## src/rtl/cpu_pkg.sv

```systemverilog
// rtl/cpu_pkg.sv - shared opcodes, ALU encodings, FSM states and instruction fields for the 8-bit CPU
package cpu_pkg;

  localparam logic [7:0] PC_RESET = 8'h00;

  // Opcode field values (instruction bits [7:4])
  localparam logic [3:0] OP_NOP  = 4'h0;
  localparam logic [3:0] OP_ADD  = 4'h1;
  localparam logic [3:0] OP_SUB  = 4'h2;
  localparam logic [3:0] OP_AND  = 4'h3;
  localparam logic [3:0] OP_OR   = 4'h4;
  localparam logic [3:0] OP_XOR  = 4'h5;
  localparam logic [3:0] OP_MOV  = 4'h6;
  localparam logic [3:0] OP_LDI  = 4'h7;
  localparam logic [3:0] OP_JMP  = 4'h8;
  localparam logic [3:0] OP_JZ   = 4'h9;
  localparam logic [3:0] OP_HALT = 4'hF;

  // ALU operation encodings shared with the ALU
  localparam logic [2:0] ALU_ADD    = 3'd0;
  localparam logic [2:0] ALU_SUB    = 3'd1;
  localparam logic [2:0] ALU_AND    = 3'd2;
  localparam logic [2:0] ALU_OR     = 3'd3;
  localparam logic [2:0] ALU_XOR    = 3'd4;
  localparam logic [2:0] ALU_PASS_A = 3'd5;

  // Instruction field bit positions
  localparam int OPC_MSB = 7;
  localparam int OPC_LSB = 4;
  localparam int RD_MSB  = 3;
  localparam int RD_LSB  = 2;
  localparam int RS1_BIT = 1;
  localparam int RS2_BIT = 0;

  typedef enum logic [2:0] {
    ST_FETCH,
    ST_DECODE,
    ST_IMM,
    ST_EXEC,
    ST_HALT
  } cpu_state_e;

  typedef enum logic [2:0] {
    CLS_NOP,
    CLS_ALU,
    CLS_LDI,
    CLS_JMP,
    CLS_JZ,
    CLS_HALT
  } instr_class_e;

endpackage

```

## src/rtl/cpu_control_fsm_if.sv

```systemverilog
// rtl/cpu_control_fsm_if.sv - instruction-memory handshake and register-file control bundle
interface cpu_control_fsm_if;

  logic       mem_req;
  logic [7:0] mem_addr;
  logic       mem_ready;
  logic [7:0] mem_rdata;
  logic [1:0] Register_Destination;
  logic       Register_1_operand;
  logic       Register_2_operand;
  logic       write_enable;
  logic [2:0] alu_op;
  logic       wb_sel;
  logic [7:0] imm;
  logic       halted;

  modport master (
    output mem_req, mem_addr,
    input  mem_ready, mem_rdata,
    output Register_Destination, Register_1_operand, Register_2_operand,
    output write_enable, alu_op, wb_sel, imm, halted
  );

  modport slave (
    input  mem_req, mem_addr,
    output mem_ready, mem_rdata,
    input  Register_Destination, Register_1_operand, Register_2_operand,
    input  write_enable, alu_op, wb_sel, imm, halted
  );

endinterface

```

## src/rtl/cpu_instr_decode.sv

```systemverilog
// rtl/cpu_instr_decode.sv - combinational instruction byte decoder; opcode 9 is JZ only with CTRL_JZ_EN
module cpu_instr_decode
  import cpu_pkg::*;
(
  input  logic [7:0]   instr,
  output instr_class_e cls,
  output logic [1:0]   rd,
  output logic         rs1,
  output logic         rs2,
  output logic [2:0]   alu_op,
  output logic         needs_imm
);

  logic [3:0] opc;

  assign opc = instr[OPC_MSB:OPC_LSB];
  assign rd  = instr[RD_MSB:RD_LSB];
  assign rs1 = instr[RS1_BIT];
  assign rs2 = instr[RS2_BIT];

  // Map opcode to instruction class and ALU operation; unknown opcodes behave as NOP
  always_comb begin
    cls    = CLS_NOP;
    alu_op = ALU_ADD;
    case (opc)
      OP_NOP:  cls = CLS_NOP;
      OP_ADD:  begin cls = CLS_ALU; alu_op = ALU_ADD;    end
      OP_SUB:  begin cls = CLS_ALU; alu_op = ALU_SUB;    end
      OP_AND:  begin cls = CLS_ALU; alu_op = ALU_AND;    end
      OP_OR:   begin cls = CLS_ALU; alu_op = ALU_OR;     end
      OP_XOR:  begin cls = CLS_ALU; alu_op = ALU_XOR;    end
      OP_MOV:  begin cls = CLS_ALU; alu_op = ALU_PASS_A; end
      OP_LDI:  cls = CLS_LDI;
      OP_JMP:  cls = CLS_JMP;
`ifdef CTRL_JZ_EN
      OP_JZ:   cls = CLS_JZ;
`else
      OP_JZ:   cls = CLS_NOP;
`endif
      OP_HALT: cls = CLS_HALT;
      default: cls = CLS_NOP;
    endcase
  end

  assign needs_imm = (cls == CLS_LDI) || (cls == CLS_JMP) || (cls == CLS_JZ);

endmodule

```

## src/rtl/cpu_control_fsm.sv

```systemverilog
// rtl/cpu_control_fsm.sv - fetch/decode/execute controller; CTRL_JZ_EN adds zero_flag and the JZ instruction
module cpu_control_fsm
  import cpu_pkg::*;
(
  input  logic clk,
  input  logic rst,
`ifdef CTRL_JZ_EN
  input  logic zero_flag,
`endif
  cpu_control_fsm_if.master bus
);

  cpu_state_e   state;
  logic [7:0]   pc;
  logic [7:0]   ir;
  logic [7:0]   imm_q;
  logic         mem_req_q;
  logic         we_q;
  logic         wb_q;
  logic         halted_q;
  logic [1:0]   rd_q;
  logic         rs1_q;
  logic         rs2_q;
  logic [2:0]   alu_q;

  logic [7:0]   dec_in;
  instr_class_e dec_cls;
  logic [1:0]   dec_rd;
  logic         dec_rs1;
  logic         dec_rs2;
  logic [2:0]   dec_alu;
  logic         dec_needs_imm;
  logic         jump_taken;

  // The byte being accepted is decoded directly so the fields are already valid in DECODE
  assign dec_in = (state == ST_FETCH) ? bus.mem_rdata : ir;

  cpu_instr_decode u_decode (
    .instr     (dec_in),
    .cls       (dec_cls),
    .rd        (dec_rd),
    .rs1       (dec_rs1),
    .rs2       (dec_rs2),
    .alu_op    (dec_alu),
    .needs_imm (dec_needs_imm)
  );

  // Jump decision evaluated in EXEC from the held instruction
  always_comb begin
    jump_taken = (dec_cls == CLS_JMP);
`ifdef CTRL_JZ_EN
    if ((dec_cls == CLS_JZ) && zero_flag) begin
      jump_taken = 1'b1;
    end
`endif
  end

  // Main controller: state, program counter and all registered outputs
  always_ff @(posedge clk) begin
    if (rst) begin
      state     <= ST_FETCH;
      pc        <= PC_RESET;
      ir        <= 8'h00;
      imm_q     <= 8'h00;
      mem_req_q <= 1'b0;
      we_q      <= 1'b0;
      wb_q      <= 1'b0;
      halted_q  <= 1'b0;
      rd_q      <= 2'd0;
      rs1_q     <= 1'b0;
      rs2_q     <= 1'b0;
      alu_q     <= ALU_ADD;
    end else begin
      case (state)
        ST_FETCH: begin
          if (!mem_req_q) begin
            // First cycle after reset: raise the request
            mem_req_q <= 1'b1;
          end else if (bus.mem_ready) begin
            ir        <= bus.mem_rdata;
            pc        <= pc + 8'd1;
            mem_req_q <= 1'b0;
            rd_q      <= dec_rd;
            rs1_q     <= dec_rs1;
            rs2_q     <= dec_rs2;
            alu_q     <= dec_alu;
            wb_q      <= (dec_cls == CLS_LDI);
            state     <= ST_DECODE;
          end
        end
        ST_DECODE: begin
          if (dec_cls == CLS_HALT) begin
            halted_q <= 1'b1;
            state    <= ST_HALT;
          end else if (dec_needs_imm) begin
            mem_req_q <= 1'b1;
            state     <= ST_IMM;
          end else begin
            we_q  <= (dec_cls == CLS_ALU);
            state <= ST_EXEC;
          end
        end
        ST_IMM: begin
          if (bus.mem_ready) begin
            imm_q     <= bus.mem_rdata;
            pc        <= pc + 8'd1;
            mem_req_q <= 1'b0;
            we_q      <= (dec_cls == CLS_LDI);
            state     <= ST_EXEC;
          end
        end
        ST_EXEC: begin
          we_q      <= 1'b0;
          mem_req_q <= 1'b1;
          if (jump_taken) begin
            pc <= imm_q;
          end
          state <= ST_FETCH;
        end
        ST_HALT: begin
          state <= ST_HALT;
        end
        default: begin
          state <= ST_FETCH;
        end
      endcase
    end
  end

  assign bus.mem_req              = mem_req_q;
  assign bus.mem_addr             = pc;
  assign bus.Register_Destination = rd_q;
  assign bus.Register_1_operand   = rs1_q;
  assign bus.Register_2_operand   = rs2_q;
  assign bus.write_enable         = we_q;
  assign bus.alu_op               = alu_q;
  assign bus.wb_sel               = wb_q;
  assign bus.imm                  = imm_q;
  assign bus.halted               = halted_q;

endmodule

```

## src/flat_wrapper.sv

```systemverilog
// flat-port wrapper written by rule: the top's interface ports become plain ports
module cpu_control_fsm_flat import cpu_pkg::*;
  (clk, rst, bus_mem_req, bus_mem_addr, bus_mem_ready, bus_mem_rdata, bus_Register_Destination, bus_Register_1_operand, bus_Register_2_operand, bus_write_enable, bus_alu_op, bus_wb_sel, bus_imm, bus_halted);
  cpu_control_fsm_if bus_i ();
  input  logic clk;
  input  logic rst;
  output wire logic [$bits(bus_i.mem_req)-1:0] bus_mem_req;
  output wire logic [$bits(bus_i.mem_addr)-1:0] bus_mem_addr;
  input wire logic [$bits(bus_i.mem_ready)-1:0] bus_mem_ready;
  input wire logic [$bits(bus_i.mem_rdata)-1:0] bus_mem_rdata;
  output wire logic [$bits(bus_i.Register_Destination)-1:0] bus_Register_Destination;
  output wire logic [$bits(bus_i.Register_1_operand)-1:0] bus_Register_1_operand;
  output wire logic [$bits(bus_i.Register_2_operand)-1:0] bus_Register_2_operand;
  output wire logic [$bits(bus_i.write_enable)-1:0] bus_write_enable;
  output wire logic [$bits(bus_i.alu_op)-1:0] bus_alu_op;
  output wire logic [$bits(bus_i.wb_sel)-1:0] bus_wb_sel;
  output wire logic [$bits(bus_i.imm)-1:0] bus_imm;
  output wire logic [$bits(bus_i.halted)-1:0] bus_halted;
  assign bus_mem_req = bus_i.mem_req;
  assign bus_mem_addr = bus_i.mem_addr;
  assign bus_i.mem_ready = bus_mem_ready;
  assign bus_i.mem_rdata = bus_mem_rdata;
  assign bus_Register_Destination = bus_i.Register_Destination;
  assign bus_Register_1_operand = bus_i.Register_1_operand;
  assign bus_Register_2_operand = bus_i.Register_2_operand;
  assign bus_write_enable = bus_i.write_enable;
  assign bus_alu_op = bus_i.alu_op;
  assign bus_wb_sel = bus_i.wb_sel;
  assign bus_imm = bus_i.imm;
  assign bus_halted = bus_i.halted;
  cpu_control_fsm u_core (.clk(clk), .rst(rst), .bus(bus_i));
endmodule
```

## config.mk

```make
export PLATFORM = sky130hd
export DESIGN_NAME = cpu_control_fsm_flat
export DESIGN_NICKNAME = d
export VERILOG_FILES = /design/src/rtl/cpu_pkg.sv /design/src/rtl/cpu_control_fsm_if.sv /design/src/rtl/cpu_instr_decode.sv /design/src/rtl/cpu_control_fsm.sv /design/src/flat_wrapper.sv
export SDC_FILE = /design/constraint.sdc
export NUM_CORES = 1
export LEC_CHECK = 0
export CORE_UTILIZATION = 49
export DETAILED_ROUTE_END_ITERATION = 8
export PLACE_DENSITY = 0.78
export SLEW_MARGIN = 5
export SYNTH_ARGS = -nofsm -noshare
export SYNTH_HDL_FRONTEND = slang
export SYNTH_SLANG_ARGS = --single-unit
```

## constraint.sdc

```tcl
create_clock -name clk -period 2.4 [get_ports clk]
set_clock_uncertainty 0.15 [all_clocks]
set_input_delay 0.48 -clock clk [delete_from_list [all_inputs] [get_ports clk]]
set_output_delay 0.48 -clock clk [all_outputs]
set_load 0.05 [all_outputs]
```

==> results.cfg, run 1 <==
[clock_tree]
path_clk_slew_ps = 90
postCtsSetupBuffers = 0
cts_tree = built
clock_latency_ps = 340
cts_buffers = 5
cts-root-buf = clkbuf_4
cts_sinks = 34
cts_buffer_depth = 2
cts-hold-fix-buffers = 0
cts_resized = 0
cts_max_level = 2

[drt]
ant_nets = 0
wl_per_cell_um = 14.8
drt-initial-drc-count = 103
viasPerCell = 5.70
num_vias = 1619
drcViolationCount = 0
totalWireLength_um = 4190
first_pass_iters = 4

[setup_path]
path_class = flop to flop
cp-end-kind = flop
arrival_ps = 2380
critPathMaxFanout = 14
critPathLaunch = u_core.state[2]
worstReg2RegStart = u_core.state[2]
startpoint_type = flop
crit_required_ps = 2530

[synth]
synth_top_area_share = 0.417
synth_seq_cells = 34
synth_commonest_cells = dfxtp_1 (34), nand2_1 (28), nor2_1 (26)
postSynthCellCount = 204
synth.area.top_cells = dfxtp_1 (42%), a21oi_1 (6.7%), mux2i_1 (6.7%)
synth_edf_count = 0
synthFlopType = dfxtp_1
syn_area_um2 = 1630
syn-num-nets = 216
synth_cell_types = 35
synth_top_cell_by_area = dfxtp_1
ys_warn_count = 0
yosysMostFrequentCell = dfxtp_1
yosysSeqAreaShare = 0.417
synth-async-reset-ratio = 0
syn_avg_cell_area_um2 = 8.00

[grt]
antenna_found_initial = 0
grt_max_degree = 35
grt_overflow = 0
grt_pass1_wl_um = 7000
track_usage = 0.266
grt_pass1_vias = 1488

[timing]
relSlewSlack = 0.553
worst_slew_pin_slew_ps = 671
finalSetupViolCount = 0
post-route-period-util = 0.938
hold_viol_final = 0
finalMaxSlewViolations = 0
fin_setup_tns_ps = 0
layout_min_cycle_time_ps = 2250
rsz0062_at_grt = false
fmax_ghz = 0.444

[flow_run]
maxCapViolCount = 0

[finish]
finalCoreUtilization = 0.679
final_layout_size_suffix_gt1_frac = 0.0708
fillers = 268
nNetsFinal = 253
syn_to_final_growth_pct = 29.1
multi_input_area_um2 = 886
regArea_um2 = 681
antennaDiodeCount = 0

[power_and_ir_drop]
power_density_nw_per_um2 = 608
peakVddDrop_v = 0.000485
power_w = 0.00128
p_leak_nw = 0.728

[floorplanning]
dieArea_um2 = 3560
fp.dieH_um = 59.7
core_region_area_um2 = 3100
ios = 38
start_util = 0.526
fp.dieW_um = 59.7
rows = 20

[run_status]
outcome = finished, final reports clean

[worst_hold_path]
hp-class = flop to flop
hold_start = u_core.bus.Register_Destination[1]

[placed_design]
port_buffers = 37
gp_congestion = 0.891
post-dp-hpwl_um = 3070
-- where the power goes --
group	internal [W]	switching (W)
clock network	0.000132	0.000180
registers	0.000596	0.0000405
logic	0.000126	0.000207
total	0.000853	0.000427
-- kinds of logic (layout without fill, tap and decap cells) --
| group | count (synthesis) | in the layout | synth area share |
|---|---|---|---|
| muxes | 11 | 11 | 0.0675 |
| xor gates and xnor gates | 1 | 1 | 0.00537 |
| adders and majority gates | 1 | 1 | 0.00767 |
| AOI/OAI and AO/OA | 50 | 50 | 0.186 |
| and+or+nand+nor | 90 | 90 | 0.276 |
| buffers and inverters | 17 | 53 | 0.0399 |
| DFF | 34 | 34 | 0.417 |
-- placed cells by master, fill, tap and decap left out, drive strengths merged, types with 2 or more instances in the layout --
cell type      netlist  routed
a21oi               23      23
nand2b               4       4
and3                 6       6
nor4                 3       3
nand4                2       2
nand3                5       5
clkdlybuf4s50        0      37
buf                  1       7
a22o                 2       2
clkbuf              13       6
nand2               28      28
nor3                 5       5
inv                  3       3
o31a                 2       2
nor2                26      26
a211oi               4       4
or3                  2       2
and2                 3       3
mux2i               11      11
o21ai                9       9
a31oi                2       2
a21o                 2       2
nor3b                4       4
a2111oi              2       2
dfxtp               34      34
-- layout make-up --
cell class | count | share of cell area
Multi-Input combinational cell | 153 | 0.420
Sequential cell | 34 | 0.323
Timing Repair Buffer | 44 | 0.201
Tap cell | 44 | 0.0261
Clock buffer | 6 | 0.0243
Inverter | 3 | 0.00534
-- final timing paths --
| check | to | slack [ps] | depth (start not counted) |
|---|---|---|---|
| worst min register to register | u_core.bus.Register_Destination[1] | 310 | 2 |
| worst min-delay path | u_core.bus.Register_Destination[1] | 310 | 2 |
| worst max register to register | u_core.bus.write_enable | 150 | 6 |
| worst max-delay path | u_core.bus.write_enable | 150 | 6 |
-- through the flow --
stage	area (um^2)	worst slack, ps	hold slack (ps)	std cells
2_1_floorplan	1630	554	340	204
3_3_place_gp	2060	253	293	278
3_5_place_dp	2060	205	297	278
4_1_cts	2110	184	317	284
5_1_grt	2110	70.9	332	284
6_report	2110	148	311	284
-- layer usage --
layer  part of all wire  up-vias  track usage  wire length [um]
li1                   -      790            -                 -
met1               0.42      738        0.340              1780
met2               0.47       83        0.408              1980
met3              0.087        8       0.0909               363
met4              0.019        0        0.110                78
met5                  0        -            0                 0
-- critical path, stage by stage (launching register included) --
cell and delay (ps):
dfxtp_1 470, nor3_2 460, mux2i_1 240, buf_4 180, nand3_1 130, a221oi_1 400, o31a_1 170
-- state kept, by name (all words and copies together), names as in the netlist, 2 cells and up --
signal / flops
u_core.bus.Register_Destination: 2
u_core.state: 3
u_core.bus.mem_addr: 8
u_core.ir: 4
u_core.bus.imm: 8
u_core.bus.alu_op: 3
Note: power is estimated with default switching activity, not from simulation.
==> inputs of run 2 (changes only) <==
HOLD_SLACK_MARGIN = 0.03   (was unset)
clock period = 2.17 ns   (was 2.4 ns; I/O delays follow)
==> results.cfg, run 2 (synthesized netlist as in run 1, its figures left out) <==
[run_status]
outcome = finished, final reports clean

[setup_path]
startpoint_type = flop
worst-path-stages = 1
cp_cell_sequence = clkdlybuf4s50_1
worstReg2RegStart = u_core.ir[4]
crit_required_ps = 1590
critical-path-slowest-cell = clkdlybuf4s50_1
arrival_ps = 1540
critPathTopFamily = buffers and inverters
critPathLaunch = u_core.bus.imm[1]
cpPeakStageDelay_ps = 820
reg2regPathDepth = 5
path_class = flop to output pin
critPathBufInv = 1
cp-end-kind = output pin
critPathMaxFanout = 3

[timing]
worst_slew_pin_slew_ps = 537
hold_viol_final = 0
fin_setup_tns_ps = 0
rsz0062_at_grt = false
fmax_ghz = 0.472
finalMaxSlewViolations = 0
layout_min_cycle_time_ps = 2120
relSlewSlack = 0.641
finalSetupViolCount = 0
post-route-period-util = 0.977

[power_and_ir_drop]
switching_power_w = 0.000481
p_int_w = 0.000965
clkPwrFrac = 0.254
switching_share = 0.332
p_seq_frac = 0.485
p_leak_nw = 0.952
peakVddDrop_v = 0.000542
power_density_nw_per_um2 = 665
p_comb_frac = 0.260

[flow_run]
maxCapViolCount = 0

[finish]
syn_to_final_growth_pct = 33.2
final_common_cell = dfxtp_1
antennaDiodeCount = 0
final_cell_mix = dfxtp_1 (34), nand2_1 (28), nor2_1 (26)
instances_no_fill = 291
finalCoreUtilization = 0.700
fillers = 292
regArea_um2 = 681
final_layout_size_suffix_gt1_frac = 0.0972
multi_input_area_um2 = 886
nNetsFinal = 258

[worst_hold_path]
hp-class = flop to flop
hold_start = u_core.bus.wb_sel
hold_depth = 2

[placed_design]
port_buffers = 37
post-dp-hpwl_um = 2920
gp_congestion = 0.868
dp.cells = 283

[drt]
num_vias = 1602
first_pass_iters = 4
ant_nets = 0
viasPerCell = 5.51
drcViolationCount = 0
totalWireLength_um = 4030
wl_per_cell_um = 13.9
drt-initial-drc-count = 108

[floorplanning]
dieArea_um2 = 3560
rows = 20
fp.dieW_um = 59.7
ios = 38
start_util = 0.526
core_region_area_um2 = 3100
fp.dieH_um = 59.7

[clock_tree]
cts-hold-fix-buffers = 0
path_clk_slew_ps = 100
cts_max_level = 2
cts_buffer_depth = 2
cts_buffers = 5
cts-root-buf = clkbuf_4
clock_latency_ps = 340
cts_sinks = 34
postCtsSetupBuffers = 0
cts_tree = built

[grt]
grt_overflow = 0
grt_max_degree = 35
antenna_found_initial = 0
track_usage = 0.243
grt_pass1_vias = 1440
grt_pass1_wl_um = 6440
-- run 2: routing by layer --
layer / global-route usage / vias to the layer above / share of wire
li1: - / 802 / -
met5: 0 / - / 0
met1: 0.326 / 728 / 0.46
met3: 0.0584 / 10 / 0.067
met4: 0.116 / 0 / 0.019
met2: 0.368 / 62 / 0.45
-- run 2: tightest hold or removal path, stage by stage, from the launching register on --
cell and delay, ps:
dfxtp_1 320, nand2_1 50, a21oi_1 50
-- run 2: per-stage QoR --
step | hold WS (ps) | area (um^2) | power, W | setup WS, ps
floorplan | 340 | 1630 | 0.000955 | 324
CTS | 316 | 2150 | 0.00145 | 3.01
detailed placement | 296 | 2090 | 0.00109 | 115
global placement | 295 | 2090 | 0.00108 | 160
global route | 333 | 2170 | 0.00152 | 4.91
finish | 314 | 2170 | 0.00145 | 50.0
-- run 2: final timing paths --
kind | to | slack (ps)
max | bus_imm[1] | 50
min | u_core.bus.wb_sel | 310
max reg2reg | u_core.bus.mem_addr[0] | 320
min reg2reg | u_core.bus.wb_sel | 310
-- run 2: cell type report --
| class | instances | area share |
|---|---|---|
| multi-input combinational | 153 | 0.408 |
| timing repair buffer | 49 | 0.221 |
| inverter | 3 | 0.00518 |
| tap | 44 | 0.0253 |
| clock buffer | 7 | 0.0253 |
| sequential | 34 | 0.313 |
| clock inverter | 1 | 0.00230 |
-- run 2: timing repair --
item	4_1_cts	5_1_grt
pin swaps	0	0
endpoints found under the setup margin	2	10
endpoints found under the hold margin	0	0
resized for setup	2	10
-- run 2: power groups by stage --
stage	clock (W)	sequential [W]	combinational, W
after floorplan	0	0.000784	0.000171
after global placement	0	0.000713	0.000366
after detailed placement	0	0.000715	0.000374
after CTS	0.000374	0.000701	0.000375
after global routing	0.000404	0.000707	0.000404
final	0.000368	0.000702	0.000376
